<file path="config.mk">
export PLATFORM = sky130hd
export DESIGN_NAME = keypad_debounce_bank
export DESIGN_NICKNAME = d
export VERILOG_FILES = /design/src/rtl/keypad_debounce_pkg.sv /design/src/rtl/keypad_debounce_bank_channel.sv /design/src/rtl/keypad_debounce_bank.sv
export SDC_FILE = /design/constraint.sdc
export NUM_CORES = 1
export LEC_CHECK = 0
export BUFFER_PORTS_ARGS = -buffer_cell sky130_fd_sc_hd__buf_2
export CAP_MARGIN = 20
export CELL_PAD_IN_SITES_DETAIL_PLACEMENT = 0
export CELL_PAD_IN_SITES_GLOBAL_PLACEMENT = 2
export CORE_MARGIN = 5
export CORE_UTILIZATION = 37
export CTS_CLUSTER_SIZE = 25
export DETAILED_ROUTE_END_ITERATION = 8
export PLACE_DENSITY = 0.76
export SLEW_MARGIN = 20
export SYNTH_ARGS = -nofsm -noshare
export SYNTH_HDL_FRONTEND = slang
export SYNTH_SLANG_ARGS = --single-unit
</file>
<file path="constraint.sdc">
create_clock -name clk -period 2.6 [get_ports clk]
set_input_delay 0.39 -clock clk [delete_from_list [all_inputs] [get_ports clk]]
set_output_delay 0.39 -clock clk [all_outputs]
set_load 0.01 [all_outputs]
</file>
<file path="src/rtl/keypad_debounce_pkg.sv">
// rtl/keypad_debounce_pkg.sv - shared types and helpers for the keypad debounce bank
package keypad_debounce_pkg;

   // Key-event arbiter states
   typedef enum logic {
      IDLE = 1'b0,
      HOLD = 1'b1
   } arb_state_t;

   // Narrowest index width, even for a single channel
   localparam int MIN_IDX_W = 1;

   // Saturation value of a debounce counter of the given width
   function automatic int db_max(input int cnt_w);
      return (1 << cnt_w) - 1;
   endfunction

   // Width of the key index for a given channel count
   function automatic int idx_w(input int channels);
      return (channels > 1) ? $clog2(channels) : MIN_IDX_W;
   endfunction

endpackage

</file>
<file path="src/rtl/keypad_debounce_bank_channel.sv">
// rtl/keypad_debounce_bank_channel.sv - one synchronised, debounced key input with edge pulses
module debounce_channel
   import keypad_debounce_pkg::*;
#(
   parameter int CNT_W = 6
) (
   input  logic clk,
   input  logic reset,
   input  logic raw_in,
   output logic stable_out,
   output logic rise_pulse,
   output logic fall_pulse
);

   localparam logic [CNT_W-1:0] DB_MAX = CNT_W'(db_max(CNT_W));

   logic             sync1;
   logic             sync2;
   logic [CNT_W-1:0] cnt;

   // Two-flop synchroniser for the asynchronous pin level
   always_ff @(posedge clk) begin
      if (reset) begin
         sync1 <= 1'b0;
         sync2 <= 1'b0;
      end else begin
         sync1 <= raw_in;
         sync2 <= sync1;
      end
   end

   // Accept a new level only after DB_MAX+1 consecutive disagreeing samples
   always_ff @(posedge clk) begin
      if (reset) begin
         cnt        <= '0;
         stable_out <= 1'b0;
         rise_pulse <= 1'b0;
         fall_pulse <= 1'b0;
      end else begin
         rise_pulse <= 1'b0;
         fall_pulse <= 1'b0;
         if (sync2 == stable_out) begin
            cnt <= '0;
         end else if (cnt != DB_MAX) begin
            cnt <= cnt + CNT_W'(1);
         end else begin
            stable_out <= sync2;
            cnt        <= '0;
            rise_pulse <= sync2;
            fall_pulse <= ~sync2;
         end
      end
   end

endmodule

</file>
<file path="src/rtl/keypad_debounce_bank.sv">
// rtl/keypad_debounce_bank.sv - multi-channel key debouncer with lockout event arbiter (KEYPAD_DEBOUNCE_AUTOREPEAT_EN)
module keypad_debounce_bank
   import keypad_debounce_pkg::*;
#(
   parameter  int CHANNELS    = 4,
   parameter  int CNT_W       = 6,
   parameter  int HOLD_CYCLES = 15_000_000,
   parameter  int HOLD_W      = 32,
   localparam int IDX_W       = idx_w(CHANNELS)
) (
   input  logic                clk,
   input  logic                reset,
   input  logic [CHANNELS-1:0] raw_in,
   output logic [CHANNELS-1:0] stable_out,
   output logic [CHANNELS-1:0] rise_pulse,
   output logic [CHANNELS-1:0] fall_pulse,
   output logic                key_valid,
   output logic                key_strobe,
   output logic [IDX_W-1:0]    key_idx,
   output logic [CHANNELS-1:0] key_onehot,
   output logic                overrun
);

   localparam logic [HOLD_W-1:0] HOLD_LAST = HOLD_W'(HOLD_CYCLES - 1);

   arb_state_t          state, state_n;
   logic [HOLD_W-1:0]   hold_cnt, hold_cnt_n;
   logic                key_valid_n;
   logic                key_strobe_n;
   logic [IDX_W-1:0]    key_idx_n;
   logic [CHANNELS-1:0] key_onehot_n;
   logic                overrun_n;

   logic                rise_any;
   logic                rise_multi;
   logic [IDX_W-1:0]    win_idx;
   logic [CHANNELS-1:0] win_onehot;
   logic                repeat_ok;

   genvar g;
   generate
      for (g = 0; g < CHANNELS; g++) begin : g_chan
         debounce_channel #(
            .CNT_W (CNT_W)
         ) u_chan (
            .clk        (clk),
            .reset      (reset),
            .raw_in     (raw_in[g]),
            .stable_out (stable_out[g]),
            .rise_pulse (rise_pulse[g]),
            .fall_pulse (fall_pulse[g])
         );
      end
   endgenerate

   // Lowest-index priority encoder over this cycle's confirmed presses
   always_comb begin
      win_idx = '0;
      for (int i = CHANNELS - 1; i >= 0; i--) begin
         if (rise_pulse[i]) begin
            win_idx = IDX_W'(i);
         end
      end
      win_onehot = CHANNELS'(1) << win_idx;
      rise_any   = |rise_pulse;
      rise_multi = (rise_pulse & (rise_pulse - CHANNELS'(1))) != '0;
   end

   // Whether an expiring event may restart because its key is still down
`ifdef KEYPAD_DEBOUNCE_AUTOREPEAT_EN
   assign repeat_ok = |(stable_out & key_onehot);
`else
   assign repeat_ok = 1'b0;
`endif

   // Arbiter next-state: accept one press, lock out others until the hold expires
   always_comb begin
      state_n      = state;
      hold_cnt_n   = hold_cnt;
      key_valid_n  = key_valid;
      key_strobe_n = 1'b0;
      key_idx_n    = key_idx;
      key_onehot_n = key_onehot;
      overrun_n    = overrun;
      unique case (state)
         IDLE: begin
            if (rise_any) begin
               state_n      = HOLD;
               hold_cnt_n   = '0;
               key_valid_n  = 1'b1;
               key_strobe_n = 1'b1;
               key_idx_n    = win_idx;
               key_onehot_n = win_onehot;
               if (rise_multi) begin
                  overrun_n = 1'b1;
               end
            end
         end
         HOLD: begin
            // Presses during the hold, including on the expiry edge, are dropped
            if (rise_any) begin
               overrun_n = 1'b1;
            end
            if (hold_cnt == HOLD_LAST) begin
               if (repeat_ok) begin
                  hold_cnt_n   = '0;
                  key_strobe_n = 1'b1;
               end else begin
                  state_n      = IDLE;
                  key_valid_n  = 1'b0;
                  key_idx_n    = '0;
                  key_onehot_n = '0;
               end
            end else begin
               hold_cnt_n = hold_cnt + HOLD_W'(1);
            end
         end
         default: begin
            state_n = IDLE;
         end
      endcase
   end

   // Arbiter state and registered event outputs
   always_ff @(posedge clk) begin
      if (reset) begin
         state      <= IDLE;
         hold_cnt   <= '0;
         key_valid  <= 1'b0;
         key_strobe <= 1'b0;
         key_idx    <= '0;
         key_onehot <= '0;
         overrun    <= 1'b0;
      end else begin
         state      <= state_n;
         hold_cnt   <= hold_cnt_n;
         key_valid  <= key_valid_n;
         key_strobe <= key_strobe_n;
         key_idx    <= key_idx_n;
         key_onehot <= key_onehot_n;
         overrun    <= overrun_n;
      end
   end

endmodule

</file>
==> PnR_summary.wiki <==
{| class="wikitable"
! Metric !! Value
|-
| Post-detailed-route wirelength per cell || 14.8 um
|-
| Synthesized cell area || 0.00385 mm^2
|-
| Class of the most critical setup path || register to register
|-
| Post-CTS Hold Fix Bufs || 0
|-
| Final max-slew violation count || 0
|-
| Starting density of the core || 37.6%
|-
| Peak supply drop || 0.000229 V
|-
| Number of buffers inserted by port buffering || 26
|-
| Horiz. Die Dim || 112 um
|-
| TritonRoute pass-1 iters || 4
|-
| Async set-or-reset flop fraction in the synthesized netlist || 0%
|-
| Post-Synthesis Net Count || 454
|-
| Antenna violations before repair || 0
|-
| Distinct cell type count of the synthesized netlist || 60
|-
| Data required time at the worst endpoint || 2.85 ns
|-
| Number of max-cap violations || 0
|-
| Num ports || 27
|-
| Power density normalized to cell area || 530 mW/mm^2
|-
| Remaining max-slew budget at the tightest pin || 63.4%
|-
| Type of element capturing the critical path || register
|-
| Fin Clk Skew || 0.0105 ns
|-
| Most common cell after layout, fill and taps aside || sky130_fd_sc_hd__dfxtp_1
|-
| Net count, final || 476
|-
| Top achievable clock speed || 0.450 GHz
|-
| Placed inst area || 0.00409 mm^2
|-
| Number of instances in the synthesized netlist || 443
|-
| Post-synthesis to final-layout area growth || 10.9%
|-
| Critical-path maximum fanout || 9
|-
| Crit share post-route || 85.5%
|-
| Post-CTS setup-driven buffer insertion count || 0
|-
| Sequential cell area || 0.00172 mm^2
|-
| First-pass GRT wire length || 15.4 mm
|-
| Setup violations, final || 0
|-
| Global placer's final weighted congestion || 0.830
|-
| Core footprint || 0.0102 mm^2
|-
| Detailed placer's ending HPWL || 6.44 mm
|-
| Clock root buffer || sky130_fd_sc_hd__clkbuf_8
|-
| Shortest period the worst path allows || 2.22 ns
|-
| Ratio of routed vias to standard cells || 5.29
|-
| Die Outline Area || 0.0125 mm^2
|-
| Initial DRC Count || 140
|-
| Global Route Usage Sum || 15.0%
|-
| Ant diodes || 0
|-
| Synthesized area per cell || 8.69 um^2
|-
| Crit start category || register
|-
| Std cell rows || 37
|-
| Largest net degree at the start of global routing || 21
|-
| Clock latency of the later-clocked register in the worst-skew pair || 0.35 ns
|-
| Post-route cell area || 0.00427 mm^2
|-
| Worst hold path type || input port to register
|-
| Synth Flop Type || sky130_fd_sc_hd__dfxtp_1
|-
| Hold Fails Final Rpt || 0
|-
| Accumulated negative setup slack || 0 ns
|-
| Number of routed nets with antenna violations || 0
|-
| Number of buffers added by the clock tree synthesis step || 9
|-
| Flip-flop and latch count after synthesis || 86
|-
| Htree depth || 3
|-
| Remaining routing DRC violations || 0
|-
| Post-synth EDFFs || 0
|-
| YS warnings || 0
|-
| Fraction of layout instances using a drive strength above 1 || 14.7%
|-
| TritonCTS Sinks || 86
|-
| Clock tree from TritonCTS || done
|-
| Clk buf depth || 2
|-
| LEAKAGE || 1.64 nW
|-
| Sequential fraction of the synthesis area || 44.7%
|-
| Register clock-pin slew on the reported worst setup and hold paths || 0.10 ns
|-
| Post-detailed-routing wire length || 8.97 mm
|-
| Number of inserted filler cells in the final layout || 1,038
|-
| Commonest non-fill, non-tap cells in the layout || 86 x sky130_fd_sc_hd__dfxtp_1, 49 x sky130_fd_sc_hd__nor2_1, 30 x sky130_fd_sc_hd__nand2_1, 29 x sky130_fd_sc_hd__nand3_1, 26 x sky130_fd_sc_hd__buf_2
|-
| Via count of the first global-routing pass || 3,099
|-
| Final total power || 0.00226 W
|-
| Total area of multi-input combinational cells || 0.00190 mm^2
|-
| Die Y || 112 um
|-
| Routed vias || 3,206
|-
| GRT Residual Overflow || 0
|-
| WP data arrival || 2.47 ns
|-
| RSZ-0062 raised after global routing || no
|-
| Result of the run || complete, no violations
|-
| Pin slew with the least headroom to its limit || 0.548 ns
|-
| Resize count post-CTS || 0
|}
-- metrics by stage --
stage | hold slack [ns] | setup WS (ns) | util [%] | cells
after detailed placement | 0.425 | 0.422 | 39.9 | 590
after floorplan | 0.413 | 0.623 | - | 443
after CTS | 0.225 | 0.393 | 41.7 | 606
final | 0.242 | 0.376 | 41.7 | 606
after global placement | 0.417 | 0.466 | 39.9 | 590
after global routing | 0.246 | 0.249 | 41.7 | 606
-- final timing paths --
check	endpoint	slack, ns	startpoint	cells after the start
max	hold_cnt[25]	0.38	hold_cnt[27]	6
min	g_chan[1].u_chan.sync1	0.24	raw_in[1]	2
max reg2reg	hold_cnt[25]	0.38	hold_cnt[27]	6
min reg2reg	g_chan[3].u_chan.cnt[0]	0.44	g_chan[3].u_chan.cnt[0]	1
-- where the power goes --
| part | internal (W) | total (W) | switching [W] |
|---|---|---|---|
| combinational | 0.0000150 | 0.0000458 | 0.0000309 |
| sequential | 0.00132 | 0.00133 | 0.00000406 |
| clock | 0.000365 | 0.000889 | 0.000524 |
| total | 0.00170 | 0.00226 | 0.000559 |
-- worst max-delay path, stage by stage (launching register included) --
cell	delay, ns
sky130_fd_sc_hd__dfxtp_1	0.35
sky130_fd_sc_hd__or4_1	0.55
sky130_fd_sc_hd__or3_4	0.37
sky130_fd_sc_hd__nor3_4	0.23
sky130_fd_sc_hd__buf_4	0.23
sky130_fd_sc_hd__nor2_4	0.06
sky130_fd_sc_hd__a221o_1	0.33
-- area by class of cell --
class	instances	share of cell area [%]
multi-input combinational	312	44.6
sequential	86	40.3
clock buffer	10	2.99
tap	136	3.99
inverter	17	1.50
timing repair buffer	39	5.34
clock inverter	6	1.26
-- state kept, by name, indices dropped and copies added (netlist names) --
name and cells:
key_valid 1, g_chan.u_chan.sync2 4, g_chan.u_chan.cnt 24, g_chan.u_chan.rise_pulse 4
key_strobe 1, key_idx 2, hold_cnt 32, g_chan.u_chan.fall_pulse 4
g_chan.u_chan.sync1 4, overrun 1, g_chan.u_chan.stable_out 4, state 1
key_onehot 4
-- cell usage after synthesis, types with 6 or more instances --
cell,n,area (um^2)
sky130_fd_sc_hd__clkbuf_1,11,41.3
sky130_fd_sc_hd__buf_4,12,90.1
sky130_fd_sc_hd__o21ai_0,19,95.1
sky130_fd_sc_hd__nand2_1,30,113
sky130_fd_sc_hd__or3_1,6,37.5
sky130_fd_sc_hd__inv_1,16,60.1
sky130_fd_sc_hd__nor2b_1,10,62.6
sky130_fd_sc_hd__xnor2_1,13,114
sky130_fd_sc_hd__and3_1,14,87.6
sky130_fd_sc_hd__dfxtp_1,86,1720
sky130_fd_sc_hd__xor2_1,12,105
sky130_fd_sc_hd__a21oi_1,17,85.1
sky130_fd_sc_hd__nand3_1,29,145
sky130_fd_sc_hd__nor3_1,19,95.1
sky130_fd_sc_hd__nor2_1,49,184
sky130_fd_sc_hd__nand4_1,14,87.6
sky130_fd_sc_hd__a22o_1,6,52.6
-- logic make-up after synthesis --
kind of cell	count (synthesis)	synth area share, %
AO/OA/AOI/OAI	71	12.1
adder cells (fa/ha/maj)	6	1.88
buffers and inverters	45	5.85
flip-flops	86	44.7
XOR/XNOR	25	5.69
AND/OR/NAND/NOR	207	29.0
multiplexers	3	0.812
-- per-layer routing --
metal  vias to the layer above  routed length (um)  global-route usage (%)
met4                         0                 137                    4.49
met3                        12                 367                    3.70
met5                         -                   0                       0
met2                        64                4030                    23.8
met1                      1523                4430                    20.1
li1                       1607                   -                       -
No activity file was read; power rests on OpenSTA's default activity.
